`src/rtl/w_order_sched.sv`:
```
// w_order_sched: W-channel write-data scheduler for an AXI interconnect.
// The AW arbiter pushes {master id, AWLEN} into a small order queue for each
// granted burst. W beats are then forwarded from the per-master W FIFOs in
// exactly that order, one whole burst at a time, so beats from different
// masters never interleave.
//
// Optional feature: define W_SCHED_LEN_CHECK_EN to count beats against the
// granted AWLEN. The burst then ends on the beat count rather than on WLAST,
// and a mismatch between WLAST and the count sets a sticky len_err.
// Without the macro, aw_grant_len is ignored, the burst ends on WLAST and
// len_err is tied low.
module w_order_sched #(
    parameter int DATA_WIDTH  = 32,
    parameter int STRB_WIDTH  = 4,
    parameter int NUM_MASTERS = 2,
    parameter int ORDER_DEPTH = 4,
    localparam int IDW = (NUM_MASTERS > 1) ? $clog2(NUM_MASTERS) : 1
) (
    input  logic                              ACLK,
    input  logic                              ARESETn,
    input  logic                              aw_grant_valid,
    input  logic [IDW-1:0]                    aw_grant_id,
    input  logic [7:0]                        aw_grant_len,
    output logic                              order_full,
    input  logic [NUM_MASTERS-1:0]            fifo_empty,
    output logic [NUM_MASTERS-1:0]            fifo_pop,
    input  logic [NUM_MASTERS*DATA_WIDTH-1:0] fifo_WDATA,
    input  logic [NUM_MASTERS*STRB_WIDTH-1:0] fifo_WSTRB,
    input  logic [NUM_MASTERS-1:0]            fifo_WLAST,
    output logic [DATA_WIDTH-1:0]             WDATA,
    output logic [STRB_WIDTH-1:0]             WSTRB,
    output logic                              WLAST,
    output logic                              WVALID,
    input  logic                              WREADY,
    output logic                              busy,
    output logic                              len_err
);

    localparam int PW = $clog2(ORDER_DEPTH);
    localparam int CW = PW + 1;

    typedef enum logic {
        IDLE  = 1'b0,
        BURST = 1'b1
    } state_t;

    state_t state_q, state_d;

    // Order queue storage and bookkeeping
    logic [IDW-1:0] idMem_q [ORDER_DEPTH];
    logic [PW-1:0]  wrPtr_q;
    logic [PW-1:0]  rdPtr_q;
    logic [CW-1:0]  count_q;

    // Burst currently being forwarded
    logic [IDW-1:0] curId_q, curId_d;

`ifdef W_SCHED_LEN_CHECK_EN
    logic [7:0] lenMem_q [ORDER_DEPTH];
    logic [7:0] curLen_q, curLen_d;
    logic [7:0] beat_q, beat_d;
    logic       lenErr_q, lenErr_d;
`else
    logic       unusedLen;
`endif

    logic                  qEmpty;
    logic                  push;
    logic                  pop;
    logic                  xfer;
    logic                  burstEnd;
    logic                  selEmpty;
    logic [DATA_WIDTH-1:0] selData;
    logic [STRB_WIDTH-1:0] selStrb;
    logic                  selLast;

    assign order_full = (count_q == CW'(ORDER_DEPTH));
    assign qEmpty     = (count_q == '0);
    assign push       = aw_grant_valid && !order_full;
    assign busy       = (state_q == BURST);

`ifdef W_SCHED_LEN_CHECK_EN
    assign len_err = lenErr_q;
`else
    assign len_err   = 1'b0;
    assign unusedLen = ^aw_grant_len;
`endif

    // Select the FIFO front of the master owning the current burst
    always_comb begin
        selEmpty = 1'b1;
        selData  = '0;
        selStrb  = '0;
        selLast  = 1'b0;
        for (int i = 0; i < NUM_MASTERS; i++) begin
            if (curId_q == IDW'(i)) begin
                selEmpty = fifo_empty[i];
                selData  = fifo_WDATA[i*DATA_WIDTH +: DATA_WIDTH];
                selStrb  = fifo_WSTRB[i*STRB_WIDTH +: STRB_WIDTH];
                selLast  = fifo_WLAST[i];
            end
        end
    end

    // FSM next state, burst loading from the queue head, and W outputs
    always_comb begin
        state_d  = state_q;
        curId_d  = curId_q;
        pop      = 1'b0;
        xfer     = 1'b0;
        burstEnd = 1'b0;
        WVALID   = 1'b0;
        WDATA    = '0;
        WSTRB    = '0;
        WLAST    = 1'b0;
        fifo_pop = '0;
`ifdef W_SCHED_LEN_CHECK_EN
        curLen_d = curLen_q;
        beat_d   = beat_q;
        lenErr_d = lenErr_q;
`endif
        case (state_q)
            IDLE: begin
                if (!qEmpty) begin
                    pop     = 1'b1;
                    curId_d = idMem_q[rdPtr_q];
                    state_d = BURST;
`ifdef W_SCHED_LEN_CHECK_EN
                    curLen_d = lenMem_q[rdPtr_q];
                    beat_d   = '0;
`endif
                end
            end
            BURST: begin
                WVALID = !selEmpty;
                WDATA  = selData;
                WSTRB  = selStrb;
                WLAST  = selLast;
                xfer   = !selEmpty && WREADY;
                for (int i = 0; i < NUM_MASTERS; i++) begin
                    fifo_pop[i] = xfer && (curId_q == IDW'(i));
                end
`ifdef W_SCHED_LEN_CHECK_EN
                burstEnd = xfer && (beat_q == curLen_q);
                if (xfer) begin
                    beat_d = beat_q + 8'd1;
                    if ((selLast && (beat_q < curLen_q)) ||
                        (!selLast && (beat_q == curLen_q))) begin
                        lenErr_d = 1'b1;
                    end
                end
`else
                burstEnd = xfer && selLast;
`endif
                if (burstEnd) begin
                    if (!qEmpty) begin
                        pop     = 1'b1;
                        curId_d = idMem_q[rdPtr_q];
`ifdef W_SCHED_LEN_CHECK_EN
                        curLen_d = lenMem_q[rdPtr_q];
                        beat_d   = '0;
`endif
                    end else begin
                        state_d = IDLE;
                    end
                end
            end
            default: begin
                state_d = IDLE;
            end
        endcase
    end

    // Order queue entry storage; contents are don't-care until pushed
    always_ff @(posedge ACLK) begin
        if (push) begin
            idMem_q[wrPtr_q] <= aw_grant_id;
`ifdef W_SCHED_LEN_CHECK_EN
            lenMem_q[wrPtr_q] <= aw_grant_len;
`endif
        end
    end

    // Order queue pointers and occupancy; pointers wrap naturally at ORDER_DEPTH
    always_ff @(posedge ACLK or negedge ARESETn) begin
        if (!ARESETn) begin
            wrPtr_q <= '0;
            rdPtr_q <= '0;
            count_q <= '0;
        end else begin
            if (push) begin
                wrPtr_q <= wrPtr_q + 1'b1;
            end
            if (pop) begin
                rdPtr_q <= rdPtr_q + 1'b1;
            end
            case ({push, pop})
                2'b10:   count_q <= count_q + 1'b1;
                2'b01:   count_q <= count_q - 1'b1;
                default: count_q <= count_q;
            endcase
        end
    end

    // FSM state and current burst registers
    always_ff @(posedge ACLK or negedge ARESETn) begin
        if (!ARESETn) begin
            state_q <= IDLE;
            curId_q <= '0;
`ifdef W_SCHED_LEN_CHECK_EN
            curLen_q <= '0;
            beat_q   <= '0;
            lenErr_q <= 1'b0;
`endif
        end else begin
            state_q <= state_d;
            curId_q <= curId_d;
`ifdef W_SCHED_LEN_CHECK_EN
            curLen_q <= curLen_d;
            beat_q   <= beat_d;
            lenErr_q <= lenErr_d;
`endif
        end
    end

endmodule
```
`config.mk`:
```
export PLATFORM = sky130hd
export DESIGN_NAME = w_order_sched
export DESIGN_NICKNAME = d
export VERILOG_FILES = /design/src/rtl/w_order_sched.sv
export SDC_FILE = /design/constraint.sdc
export NUM_CORES = 1
export LEC_CHECK = 0
export ABC_AREA = 1
export CAP_MARGIN = 15
export CORE_MARGIN = 1
export CORE_UTILIZATION = 26
export DETAILED_ROUTE_END_ITERATION = 8
export HOLD_SLACK_MARGIN = 0.02
export PLACE_DENSITY_LB_ADDON = 0.2
export SLEW_MARGIN = 25
export SYNTH_ARGS = -nofsm -noshare
export SYNTH_HDL_FRONTEND = slang
export SYNTH_SLANG_ARGS = --single-unit
```
`constraint.sdc`:
```
create_clock -name ACLK -period 1.8 [get_ports ACLK]
set_clock_uncertainty 0.05 [all_clocks]
set_input_delay 0.36 -clock ACLK [delete_from_list [all_inputs] [get_ports ACLK]]
set_output_delay 0.36 -clock ACLK [all_outputs]
set_load 0.01 [all_outputs]
```
; Word-level counts from Yosys, hierarchy flattened
; Memory sizes are Yosys's and may differ from the RTL's.
; Index checks and enable logic that the tools add are counted.
[word_totals]
word_cells = 45
mem_bits_ro = 0
ff_bits = 9
n_memories = 1
output_inout_bits = 43
input_bits = 89
ramBits = 4
latch_bits = 0
[classes]
muxes = 20
n_mul = 0
n_reduce_logical = 9
n_addsub = 4
div_mod_pow = 0
shift = 0
bitwise_logic = 2
n_eq_ne = 4
magnitude_cmp = 0
[mem_list]
columns = name, depth, width, rd, rd_ports_with_merged_regs, wr, line_no
row1 = idMem_q, 4, 1, 1, 0, 1, 50  ; logic [IDW-1:0] idMem_q [ORDER_DEPTH];
[op_table]
columns = cell, n
row1 = 2-to-1 mux 32 bit, 2
row2 = 2-to-1 mux 1 bit, 11
row3 = 2-to-1 mux 4 bit, 2
row4 = case mux 1 bit (2 select lines), 3
row5 = case mux 3 bit (2 select lines), 1
row6 = logical AND 1 bit, 5
row7 = adder 2 x 1 -> 2 bit (second input constant), 2
row8 = adder 3 x 1 -> 3 bit (second input constant), 1
row9 = equality test 3 bit (second input constant), 1
row10 = zero test 3 bit, 1
row11 = subtractor 3 x 1 -> 3 bit (second input constant), 1
row12 = equality test 2 x 1 -> 1 bit (second input constant), 1
row13 = equality test 2 bit (second input constant), 1
row14 = zero test 1 bit, 2
row15 = 2-to-1 mux 2 bit, 1
row16 = != test 2 x 1 -> 1 bit (second input constant), 1
row17 = inverter 1 bit, 2
row18 = nonzero test 2 bit, 1

; Depth between registers and ports, before layout
; Gate-level depths: netlist of run 1.
[depth]
word_depth = 8
depth_mapped = 13
mapped_depth_nobuf = 13

; Least setup slack after synthesis of run 1
; No wires, ideal clock.
[synth_path]
kind = flip-flop to flip-flop
from = register curId_q
to = register count_q[2]
period_less_slack_ns = 1.961
setup_ns = 0.131
t_required_ns = 1.619
arrival_ns = 1.781
setup_slack_ns = -0.161
path_stages_with_launch = 14
path_buffers = 0
path_cell_list = dfrtp_1 -> inv_2 -> nand2_1 -> nand2_1 -> nand3_1 -> nand2_2 -> nand2_2 -> inv_2 -> ha_1 -> inv_1 -> fa_1 -> a21oi_1 -> o21ai_0 -> xor2_1
[synth_via]
elab_chain_len = 8
elab_cells_between_ends = 11
cone_classes = 2 x eq/ne / 5 x mux / 4 x reduce/logical
[synth_rtl]
columns = item, line_no
row1 = from (decl), 56  ; logic [IDW-1:0] curId_q, curId_d;
row2 = from (signal assigned), 217  ; curId_q <= curId_d;
row3 = 2-to-1 mux 1 bit, 96  ; if (curId_q == IDW'(i)) begin
row4 = zero test 1 bit, 139  ; xfer = !selEmpty && WREADY;
row5 = logical AND 1 bit, 139
row6 = logical AND 1 bit (*), 153  ; burstEnd = xfer && selLast;
row7 = 2-to-1 mux 1 bit (*), 155  ; if (burstEnd) begin
row8 = case mux 1 bit (2 select lines) (*), 122  ; case (state_q)
row9 = equality test 2 x 1 -> 1 bit / equality test 2 bit (equally long branches), 197  ; case ({push, pop})
row10 = case mux 3 bit (2 select lines) / nonzero test 2 bit (equally long branches), -
row11 = to (signal assigned), 198  ; 2'b10: count_q <= count_q + 1'b1;
row12 = to (signal assigned), 199  ; 2'b01: count_q <= count_q - 1'b1;
row13 = to (signal assigned), 200  ; default: count_q <= count_q;
row14 = to (decl), 53  ; logic [CW-1:0] count_q;
; Every way passes the cells marked *; elsewhere a longest branch is shown, timed or not.
; A chain may end at the register's enable or synchronous reset.

; Worst setup path after layout of run 1
[layout_path]
from = register curId_q
to = output WDATA[28]
[layout_via]
elab_chain_len = 2
[layout_rtl]
columns = item, line_no
row1 = 2-to-1 mux 32 bit, 96
row2 = 2-to-1 mux 32 bit, 122
row3 = to (decl), 30  ; output logic [DATA_WIDTH-1:0] WDATA,
; No other way between the ends.

==> results of run 1 <==
==> worst max-delay path: cells and delay by family (launching register included) <==
kind	cells	cell delay (ns)
buffers and inverters	7	0.79
and+or+nand+nor	1	0.04
AOI/OAI and AO/OA	1	0.10
DFF	1	0.40
==> state kept, by name (all words and copies together) (netlist names) <==
register / count
curId_q: 1
wrPtr_q: 2
count_q: 3
rdPtr_q: 2
idMem_q: 4
busy: 1
==> stage by stage <==
stage / setup slack [ns] / power (W)
floorplan: -0.0881 / 0.00174
global placement: -0.445 / 0.00295
detailed placement: -0.478 / 0.00297
CTS: -0.208 / 0.00335
global route: -0.301 / 0.00387
finish: -0.187 / 0.00357
==> logic make-up after synthesis <==
| kind of cell | count (synthesis) | share of synthesized area, % |
|---|---|---|
| flops | 13 | 26.8 |
| other cells | 1 | 0.291 |
| simple gates | 109 | 33.3 |
| fa+ha+maj | 6 | 6.41 |
| compound gates | 45 | 18.5 |
| buf+inv | 32 | 12.6 |
| xor+xnor | 3 | 2.04 |
==> report_power, final <==
group          internal (W)  switching (W)
sequential         0.000421      0.0000783
combinational       0.00144        0.00138
clock              0.000156       0.000102
==> how the worst max path moves through the flow <==
stage,start,to,slack [ns],cells past startpoint
2_1_floorplan,curId_q$_DFFE_PN0P_,count_q[2]$_DFFE_PN0P_,-0.09,13
3_3_place_gp,fifo_empty[0],count_q[2]$_DFFE_PN0P_,-0.44,14
6_report,curId_q$_DFFE_PN0P_,WDATA[28],-0.19,9
4_1_cts,curId_q$_DFFE_PN0P_,count_q[2]$_DFFE_PN0P_,-0.21,13
3_5_place_dp,fifo_empty[0],count_q[2]$_DFFE_PN0P_,-0.48,14
5_1_grt,curId_q$_DFFE_PN0P_,count_q[2]$_DFFE_PN0P_,-0.30,13
==> final cells by class <==
type / count / area, um^2
sequential: 13 / 345
clock buffer: 4 / 45.0
multi-input combinational: 164 / 928
timing repair buffer: 171 / 1470
tap: 67 / 83.8
inverter: 19 / 73.8
fill: 458 / 1810
==> cell usage in the layout (no fill, tap or decap), drive strengths merged <==
cell type,count
nand2,93
a21oi,40
nor3,2
conb,1
buf,89
dfrtp,9
inv,19
nand3,4
fa,1
edfxtp,4
clkbuf,4
clkdlybuf4s50,77
o211ai,1
ha,5
o21ai,4
nor2,10
xor2,2
xnor2,1
dlygate4sd2,5
==> per-layer routing <==
layer,global-route usage (%),vias up
li1,-,978
met1,22.5,898
met2,39.3,71
met3,4.72,16
met4,9.37,0
met5,0,-
==> repair_timing <==
action	CTS	global route
gates resized for setup	183	42
gates cloned	0	1
pin swaps	12	20
endpoints found under the setup margin	43	35
buffers inserted	24	5
==> results.json, run 1 <==
{
  "status": "finished, violations left",
  "failed_checks": "negative setup slack",
  "hpwl_um": 4130,
  "postRouteAntennaNets": 0,
  "synth_warnings": 0,
  "hold_ws_ns": 0.364,
  "synth_seq_area_share_pct": 26.8,
  "syn_nets": 304,
  "start_util_pct": 27.1,
  "maxCapViolCount": 0,
  "dp_cells": 409,
  "setup_tns_ns": -1.70,
  "cts_buffers": 3,
  "netlist_instances": 209,
  "drt_iter0_drc": 65,
  "ys_types": 23,
  "firstDrtPassIters": 4,
  "critPathMaxFanout": 6,
  "finalCritPeriodShare_pct": 110,
  "slew_viol_final": 0,
  "die_h_um": 72.4,
  "syn_to_final_growth_pct": 128,
  "synth_top_area_cell": "nand2_1",
  "fmax_ghz": 0.503,
  "dr.max_layer_used": "met4",
  "layout.nets": 467,
  "ys_seq_elements": 13,
  "r2r_start": "curId_q$_DFFE_PN0P_",
  "drt_wl_total_um": 5790,
  "critical_path_class": "flop to primary output",
  "power.leakage_nw": 1.40,
  "rsz0062_at_grt": "true",
  "cts_hold_buf": 0,
  "synth_top_area_share_pct": 26.2,
  "synthTopCellsByArea": "nand2_1, dfrtp_1, a21oi_1, edfxtp_1, ha_1",
  "crit_path_frequent_cell": "buf_8",
  "portBuffers": 122,
  "drive_gt1_share_pct": 37.5,
  "synth_area_per_cell_um2": 6.17,
  "arrival_ns": 1.58,
  "critPathMaxStageDelay_ns": 0.40,
  "clk_pin_slew_worst_paths_ns": 0.05,
  "num_antenna_cells": 0,
  "placed_area_um2": 2700,
  "finalNonFillerCells": 438,
  "clock_latency_ns": 0.24,
  "final_util_pct": 61.9,
  "synth-edff-count": 4,
  "met2WireLength_um": 2870,
  "cts_root_buf": "clkbuf_8",
  "worstSetupStartpointType": "flop",
  "fin_ws_ns": -0.187,
  "cts_tree": "done",
  "grt_pass1_vias": 1725,
  "grt_max_degree": 33,
  "met1_length_um": 2260,
  "antenna_found_initial": 0,
  "setup_viol": 18,
  "clock_path_buffers": 2,
  "r2r_setup_slack_ns": -0.17,
  "ir_worst_vdd_v": 0.000866,
  "hold_class": "input port to async pin",
  "vias": 1963,
  "syn_area_um2": 1290,
  "endpoint_kind": "primary output",
  "cts_sinks": 13,
  "remaining_drc_errors": 0,
  "final_cell_area_um2": 2940,
  "critPathSlowestCell": "dfrtp_1",
  "reg2reg_depth": 13,
  "routedWlPerCell_um": 13.2,
  "worstPathCellList": "inv_2 -> buf_6 -> buf_8 -> buf_12 -> buf_8 -> buf_4 -> nand2_1 -> a21oi_1 -> buf_2",
  "required_ns": 1.39,
  "finalWeightedCongestion": 0.816,
  "grt.total_usage_pct": 21.1,
  "period_needed_ns": 1.99,
  "reg2reg_to": "count_q[2]$_DFFE_PN0P_",
  "synth_most_common_cell": "nand2_1",
  "htree_levels": 1,
  "hold_violations": 0,
  "grt_overflow": 0,
  "wl_met3_um": 437,
  "synth_flop_cell": "dfrtp_1",
  "grt_pass1_wl_um": 8430,
  "avgViaCountPerCell": 4.48,
  "netlist_top_cells_count": "nand2_1, a21oi_1, inv_1",
  "core_area_um2": 4750,
  "synthArstFlopShare_pct": 69.2,
  "p_per_area_nw_per_um2": 1210,
  "floorplan.rows": 25,
  "die_area_um2": 5240,
  "fp.dieW_um": 72.4,
  "io_pins": 132
}
Note: power is estimated with default switching activity, not from simulation.
==> run 2, diff against run 1 <==
--- a/config.mk
+++ b/config.mk
@@ -6,6 +6,7 @@
 export NUM_CORES = 1
 export LEC_CHECK = 0
 export ABC_AREA = 1
+export ABC_CLOCK_PERIOD_IN_PS = 1800
 export CAP_MARGIN = 15
 export CORE_MARGIN = 1
 export CORE_UTILIZATION = 26
==> results of run 2 <==
The final DEF is identical to that of run 1; final timing and power are the same.
